===== config.mk =====
export PLATFORM = sky130hd
export DESIGN_NAME = codec_rx_deinterleave
export DESIGN_NICKNAME = d
export VERILOG_FILES = /design/src/rtl/codec_rx_deinterleave.sv
export SDC_FILE = /design/constraint.sdc
export NUM_CORES = 1
export LEC_CHECK = 0
export CAP_MARGIN = 25
export CORE_ASPECT_RATIO = 1.75
export CORE_MARGIN = 2
export CORE_UTILIZATION = 30
export DETAILED_ROUTE_END_ITERATION = 10
export GPL_ROUTABILITY_DRIVEN = 0
export PLACE_DENSITY = 0.61
export SLEW_MARGIN = 5
export SYNTH_ARGS = -nofsm -noshare
export SYNTH_HDL_FRONTEND = slang
export SYNTH_SLANG_ARGS = --single-unit

===== constraint.sdc =====
create_clock -name clk -period 2.7 [get_ports clk]
set_input_delay 0.54 -clock clk [delete_from_list [all_inputs] [get_ports clk]]
set_output_delay 0.54 -clock clk [all_outputs]
set_load 0.05 [all_outputs]

===== src/rtl/codec_rx_deinterleave.sv =====
// RX codec front-end: de-interleaves IDDR2 half-cycle ADC captures into I/Q
// using RXSYNC, with a lock/unlock tracker, inversion/swap and error stats.
module codec_rx_deinterleave #(
    parameter int WIDTH         = 12,
    parameter int LOCK_CYCLES   = 4,
    parameter int UNLOCK_CYCLES = 3,
    parameter int ERR_CNT_WIDTH = 16
) (
    input  logic                     clk,
    input  logic                     reset,
    input  logic                     clear,
    input  logic                     invert,
    input  logic                     swap_iq,
    input  logic [WIDTH-1:0]         rx_a,
    input  logic [WIDTH-1:0]         rx_b,
    input  logic                     rxsync_0,
    input  logic                     rxsync_1,
    output logic [WIDTH-1:0]         rx_i,
    output logic [WIDTH-1:0]         rx_q,
    output logic                     rx_valid,
    output logic                     locked,
    output logic                     locked_phase,
    output logic [ERR_CNT_WIDTH-1:0] err_count,
    output logic                     lock_lost
);

    localparam int CNT_W  = $clog2(LOCK_CYCLES + 1);
    localparam int MISS_W = $clog2(UNLOCK_CYCLES + 1);

    typedef enum logic [1:0] {UNLOCKED, ACQUIRE, LOCKED} state_t;

    state_t              state, state_next;
    logic [CNT_W-1:0]    cnt, cnt_next;
    logic [MISS_W-1:0]   miss, miss_next;
    logic                cand, cand_next;
    logic                phase_next;
    logic                bad_frame;
    logic                lose_lock;
    logic                frame_valid;
    logic                frame_phase;
    logic                ph;
    logic [WIDTH-1:0]    i_sel, q_sel, i_out, q_out;

    always_comb begin
        frame_valid = rxsync_0 ^ rxsync_1;
        frame_phase = rxsync_0;
        state_next  = state;
        cnt_next    = cnt;
        cand_next   = cand;
        miss_next   = miss;
        phase_next  = locked_phase;
        bad_frame   = 1'b0;
        lose_lock   = 1'b0;
        case (state)
            UNLOCKED: begin
                if (frame_valid) begin
                    cand_next  = frame_phase;
                    cnt_next   = CNT_W'(1);
                    state_next = ACQUIRE;
                end else begin
                    cnt_next = '0;
                end
            end
            ACQUIRE: begin
                if (!frame_valid) begin
                    state_next = UNLOCKED;
                    cnt_next   = '0;
                end else if (frame_phase == cand) begin
                    if (cnt == CNT_W'(LOCK_CYCLES - 1)) begin
                        state_next = LOCKED;
                        phase_next = cand;
                        miss_next  = '0;
                        cnt_next   = '0;
                    end else begin
                        cnt_next = cnt + CNT_W'(1);
                    end
                end else begin
                    // Phase moved mid-acquisition: restart the run on the new phase
                    cand_next = frame_phase;
                    cnt_next  = CNT_W'(1);
                end
            end
            LOCKED: begin
                if (frame_valid && (frame_phase == locked_phase)) begin
                    miss_next = '0;
                end else begin
                    bad_frame = 1'b1;
                    if (miss == MISS_W'(UNLOCK_CYCLES - 1)) begin
                        lose_lock  = 1'b1;
                        state_next = UNLOCKED;
                        miss_next  = '0;
                    end else begin
                        miss_next = miss + MISS_W'(1);
                    end
                end
            end
            default: state_next = UNLOCKED;
        endcase
    end

    always_comb begin
        ph    = (state == LOCKED) ? locked_phase : rxsync_0;
        i_sel = ph ? rx_b : rx_a;
        q_sel = ph ? rx_a : rx_b;
        if (invert) begin
            i_sel = ~i_sel;
            q_sel = ~q_sel;
        end
        i_out = swap_iq ? q_sel : i_sel;
        q_out = swap_iq ? i_sel : q_sel;
    end

    always_ff @(posedge clk or posedge reset) begin
        if (reset) begin
            state        <= UNLOCKED;
            cnt          <= '0;
            miss         <= '0;
            cand         <= 1'b0;
            locked_phase <= 1'b0;
            locked       <= 1'b0;
            rx_valid     <= 1'b0;
            rx_i         <= '0;
            rx_q         <= '0;
        end else begin
            state        <= state_next;
            cnt          <= cnt_next;
            miss         <= miss_next;
            cand         <= cand_next;
            locked_phase <= phase_next;
            locked       <= (state_next == LOCKED);
            rx_valid     <= (state_next == LOCKED);
            rx_i         <= i_out;
            rx_q         <= q_out;
        end
    end

    // Clear beats a simultaneous error increment, but a lock-loss event beats clear
    always_ff @(posedge clk or posedge reset) begin
        if (reset) begin
            err_count <= '0;
            lock_lost <= 1'b0;
        end else begin
            if (clear)
                err_count <= '0;
            else if (bad_frame && (err_count != {ERR_CNT_WIDTH{1'b1}}))
                err_count <= err_count + ERR_CNT_WIDTH'(1);
            if (lose_lock)
                lock_lost <= 1'b1;
            else if (clear)
                lock_lost <= 1'b0;
        end
    end

endmodule

==> flow_results.xml <==
<?xml version="1.0" encoding="UTF-8"?>
<metrics>
  <group name="outcome">
    <metric name="outcome" unit="">completed</metric>
  </group>
  <group name="worst_hold_path">
    <metric name="whs_path_depth" unit="">1</metric>
    <metric name="worstHoldPathType" unit="">register to register</metric>
  </group>
  <group name="die">
    <metric name="die_width" unit="µm">74.68</metric>
    <metric name="die_y" unit="µm">127.7</metric>
    <metric name="floorplan.initialDensity" unit="%">30.64</metric>
    <metric name="design.die.area" unit="mm²">0.009535</metric>
    <metric name="area_inside_the_core_boundary" unit="mm²">0.008558</metric>
    <metric name="rows" unit="">45</metric>
    <metric name="io_pins" unit="">75</metric>
  </group>
  <group name="clocking">
    <metric name="cts_max_level" unit="">2</metric>
    <metric name="cts_post_setup_buffers_inserted" unit="">0</metric>
    <metric name="tritoncts" unit="">built</metric>
    <metric name="root_buffer_cell" unit="">sky130_fd_sc_hd__clkbuf_16</metric>
    <metric name="hold_buffers" unit="">0</metric>
    <metric name="cts_buffer_depth" unit="">2</metric>
    <metric name="numCtsBuffers" unit="">5</metric>
    <metric name="numClockSinks" unit="">51</metric>
    <metric name="clk_latency_worst_skew_pair" unit="ps">290</metric>
    <metric name="cts-resized-gates" unit="">0</metric>
    <metric name="cts.clk_slew.worst_paths" unit="ps">60</metric>
  </group>
  <group name="timing">
    <metric name="max-slew-margin-rel" unit="%">34.03</metric>
    <metric name="setup_tns" unit="ps">0</metric>
    <metric name="finClkSkew" unit="ps">3.444</metric>
    <metric name="final_hold_viol_count" unit="">0</metric>
    <metric name="finalCritPeriodShare" unit="%">86.60</metric>
    <metric name="setup_ws" unit="ps">361.7</metric>
    <metric name="setup_repair_after_global_routing_missed_its_margin" unit="">no</metric>
    <metric name="max_freq" unit="GHz">0.4277</metric>
    <metric name="period_minus_slack" unit="ps">2338</metric>
    <metric name="hold_ws" unit="ps">491.7</metric>
    <metric name="setup_violations" unit="">0</metric>
    <metric name="count_of_pins_over_their_slew_limit" unit="">0</metric>
    <metric name="max_slew.worst_pin.slew" unit="ps">989.5</metric>
  </group>
  <group name="critical_path">
    <metric name="cp.depth" unit="">1</metric>
    <metric name="worst_path_cell_trace" unit="">clkdlybuf4s50_1</metric>
    <metric name="worst_r2r_startpoint" unit="">state[0]</metric>
    <metric name="ff2ff_setup_slack" unit="ps">490</metric>
    <metric name="critical_path_buffers_and_inverters" unit="">1</metric>
    <metric name="crit_path_end" unit="">locked_phase</metric>
    <metric name="critical_path.max_stage_delay" unit="ps">890</metric>
    <metric name="startpoint" unit="">locked_phase</metric>
    <metric name="reg2reg_to" unit="">rx_i[5]</metric>
    <metric name="endpoint_kind" unit="">output port</metric>
    <metric name="max_fo_critical_path" unit="">8</metric>
    <metric name="critical_path_arrival" unit="ps">1800</metric>
    <metric name="cpLargestDelayFamily" unit="">buffers and inverters</metric>
    <metric name="worst-setup-path-type" unit="">register to output port</metric>
    <metric name="critical_path_required" unit="ps">2160</metric>
    <metric name="cp-start-kind" unit="">register</metric>
    <metric name="r2r.worst_path.cells" unit="">5</metric>
    <metric name="crit_path_top_delay_cell" unit="">sky130_fd_sc_hd__clkdlybuf4s50_1</metric>
  </group>
  <group name="detailed_routing">
    <metric name="detailed_route_iter0_violations" unit="">107</metric>
    <metric name="detail_route.wirelength" unit="µm">5827</metric>
    <metric name="wl_per_cell" unit="µm">13.91</metric>
    <metric name="vias_per_cell" unit="">4.740</metric>
    <metric name="drc" unit="">0</metric>
    <metric name="first_pass_drt_iterations" unit="">4</metric>
    <metric name="ant_nets" unit="">0</metric>
    <metric name="routed-via-count" unit="">1986</metric>
  </group>
  <group name="synthesis">
    <metric name="netlist.top_cell.by_area" unit="">sky130_fd_sc_hd__dfrtp_1</metric>
    <metric name="yosysUniqueCellTypes" unit="">47</metric>
    <metric name="synth-main-ff-cell" unit="">sky130_fd_sc_hd__dfrtp_1</metric>
    <metric name="postSynthCellCount" unit="">226</metric>
    <metric name="synth-seq-area-share" unit="%">48.66</metric>
    <metric name="flop_and_latch_count_out_of_synthesis" unit="">51</metric>
    <metric name="synth_edf_count" unit="">0</metric>
    <metric name="synth.area.top_cells" unit="">sky130_fd_sc_hd__dfrtp_1 49%, sky130_fd_sc_hd__mux2i_1 9.5%, sky130_fd_sc_hd__xnor2_1 8.3%</metric>
    <metric name="syn_area" unit="mm²">0.002623</metric>
    <metric name="syn_nets" unit="">259</metric>
    <metric name="post-synth-top-count-cell" unit="">sky130_fd_sc_hd__dfrtp_1</metric>
    <metric name="synth.top_cell.area_share" unit="%">48.66</metric>
    <metric name="mean_instance_size_in_the_synthesized_netlist" unit="µm²">11.60</metric>
    <metric name="asyncSetResetFlopFracSynth" unit="%">100.0</metric>
    <metric name="yosysWarnings" unit="">0</metric>
    <metric name="synth_top_cells_by_count" unit="">51 x sky130_fd_sc_hd__dfrtp_1, 25 x sky130_fd_sc_hd__mux2i_1, 25 x sky130_fd_sc_hd__xnor2_1, 16 x sky130_fd_sc_hd__nor2_1, 12 x sky130_fd_sc_hd__o21ai_0</metric>
  </group>
  <group name="global_routing">
    <metric name="antenna_found_initial" unit="">0</metric>
    <metric name="grt_first_pass_wirelength" unit="µm">9825</metric>
    <metric name="groute.usage.overall" unit="%">13.40</metric>
    <metric name="vias_in_the_first_global_route" unit="">1998</metric>
    <metric name="gr_ovfl_total" unit="">0</metric>
    <metric name="grt_max_degree" unit="">34</metric>
  </group>
  <group name="final_layout">
    <metric name="drive_gt1_share" unit="%">6.954</metric>
    <metric name="fin_nets" unit="">334</metric>
    <metric name="antenna-diode-count" unit="">0</metric>
    <metric name="layout-area-overhead-vs-synth" unit="%">38.07</metric>
  </group>
  <group name="placement">
    <metric name="hpwlAfterDp" unit="µm">4426</metric>
    <metric name="dpl_worst_slack" unit="ps">88.44</metric>
    <metric name="port_buffers" unit="">74</metric>
  </group>
  <group name="flow_run">
    <metric name="max_cap_viol_count" unit="">0</metric>
  </group>
  <group name="power_and_ir_drop">
    <metric name="power-per-cell-area" unit="mW/mm²">620.6</metric>
    <metric name="cellLeakagePower" unit="nW">1.485</metric>
    <metric name="ir_worst_vdd" unit="mV">0.3035</metric>
    <metric name="fin_total_pwr" unit="W">0.002247</metric>
  </group>
</metrics>
flip-flops by register name (all words and copies together), names as in the netlist:
signal / count
miss: 2
rx_q: 12
locked: 1
lock_lost: 1
locked_phase: 1
cnt: 3
rx_i: 12
err_count: 16
cand: 1
state: 2
layout make-up:
type                    count  area, µm²
repair buffers             79      790.8
fillers                   835       4937
multi-input cells         160       1236
inverters                   4      15.01
clock buffers               8      156.4
well taps                 117      146.4
flip-flops and latches     51       1276
per-layer routing:
layer | up-vias | global-route usage, % | wire length (µm)
met5 | - | 0 | 0
met4 | 0 | 5.987 | 135
met3 | 9 | 3.381 | 310
met2 | 59 | 23.58 | 3229
met1 | 973 | 14.69 | 2151
li1 | 945 | - | -
worst min path at each step:
| stage | from | endpoint | slack [ps] |
|---|---|---|---|
| after global placement | cnt[2] | cnt[2] | 470 |
| after floorplan | cnt[1] | cnt[1] | 460 |
| after detailed placement | cnt[2] | cnt[2] | 480 |
| after CTS | cnt[2] | cnt[2] | 490 |
| after global routing | cnt[1] | cnt[1] | 530 |
| final | cnt[2] | cnt[2] | 490 |
cells by family after synthesis:
group	count (synthesis)	share of synthesized area, %
simple gates	56	12.45
flops	51	48.66
compound gates	40	10.59
xor+xnor	36	12.74
mux	26	10.40
buf+inv	15	4.198
fa+ha+maj	2	0.9540
layout by cell type, fill, tap and decap left out, types with 2 or more instances in the layout:
master / n
sky130_fd_sc_hd__clkdlybuf4s50_1: 74
sky130_fd_sc_hd__dfrtp_1: 51
sky130_fd_sc_hd__xnor2_1: 25
sky130_fd_sc_hd__mux2i_1: 25
sky130_fd_sc_hd__nor2_1: 16
sky130_fd_sc_hd__o21ai_0: 12
sky130_fd_sc_hd__xor2_1: 10
sky130_fd_sc_hd__nand2_1: 9
sky130_fd_sc_hd__a21oi_1: 7
sky130_fd_sc_hd__nand3_1: 5
sky130_fd_sc_hd__clkbuf_16: 5
sky130_fd_sc_hd__nand4_1: 4
sky130_fd_sc_hd__buf_4: 4
sky130_fd_sc_hd__o2111ai_1: 3
sky130_fd_sc_hd__and3_1: 3
sky130_fd_sc_hd__o211ai_1: 3
sky130_fd_sc_hd__a311oi_1: 3
sky130_fd_sc_hd__nor2b_1: 3
sky130_fd_sc_hd__inv_1: 3
sky130_fd_sc_hd__and4_1: 2
sky130_fd_sc_hd__nor3_1: 2
sky130_fd_sc_hd__a21boi_0: 2
sky130_fd_sc_hd__nand3b_1: 2
sky130_fd_sc_hd__a22oi_1: 2
sky130_fd_sc_hd__ha_1: 2
sky130_fd_sc_hd__clkbuf_8: 2
per-stage QoR:
stage / utilization [%] / instances / area, µm²
2_1_floorplan: - / 226 / 2623
3_3_place_gp: 40.48 / 411 / 3465
3_5_place_dp: 40.48 / 411 / 3465
4_1_cts: 42.31 / 419 / 3621
5_1_grt: 42.31 / 419 / 3621
6_report: 42.31 / 419 / 3621
where the power goes:
| part | internal, W | switching [W] |
|---|---|---|
| combinational | 0.000268 | 0.000414 |
| clock | 0.000395 | 0.000266 |
| sequential | 0.000851 | 0.0000526 |
| total | 0.00151 | 0.000733 |
No activity file was read; power rests on OpenSTA's default activity.
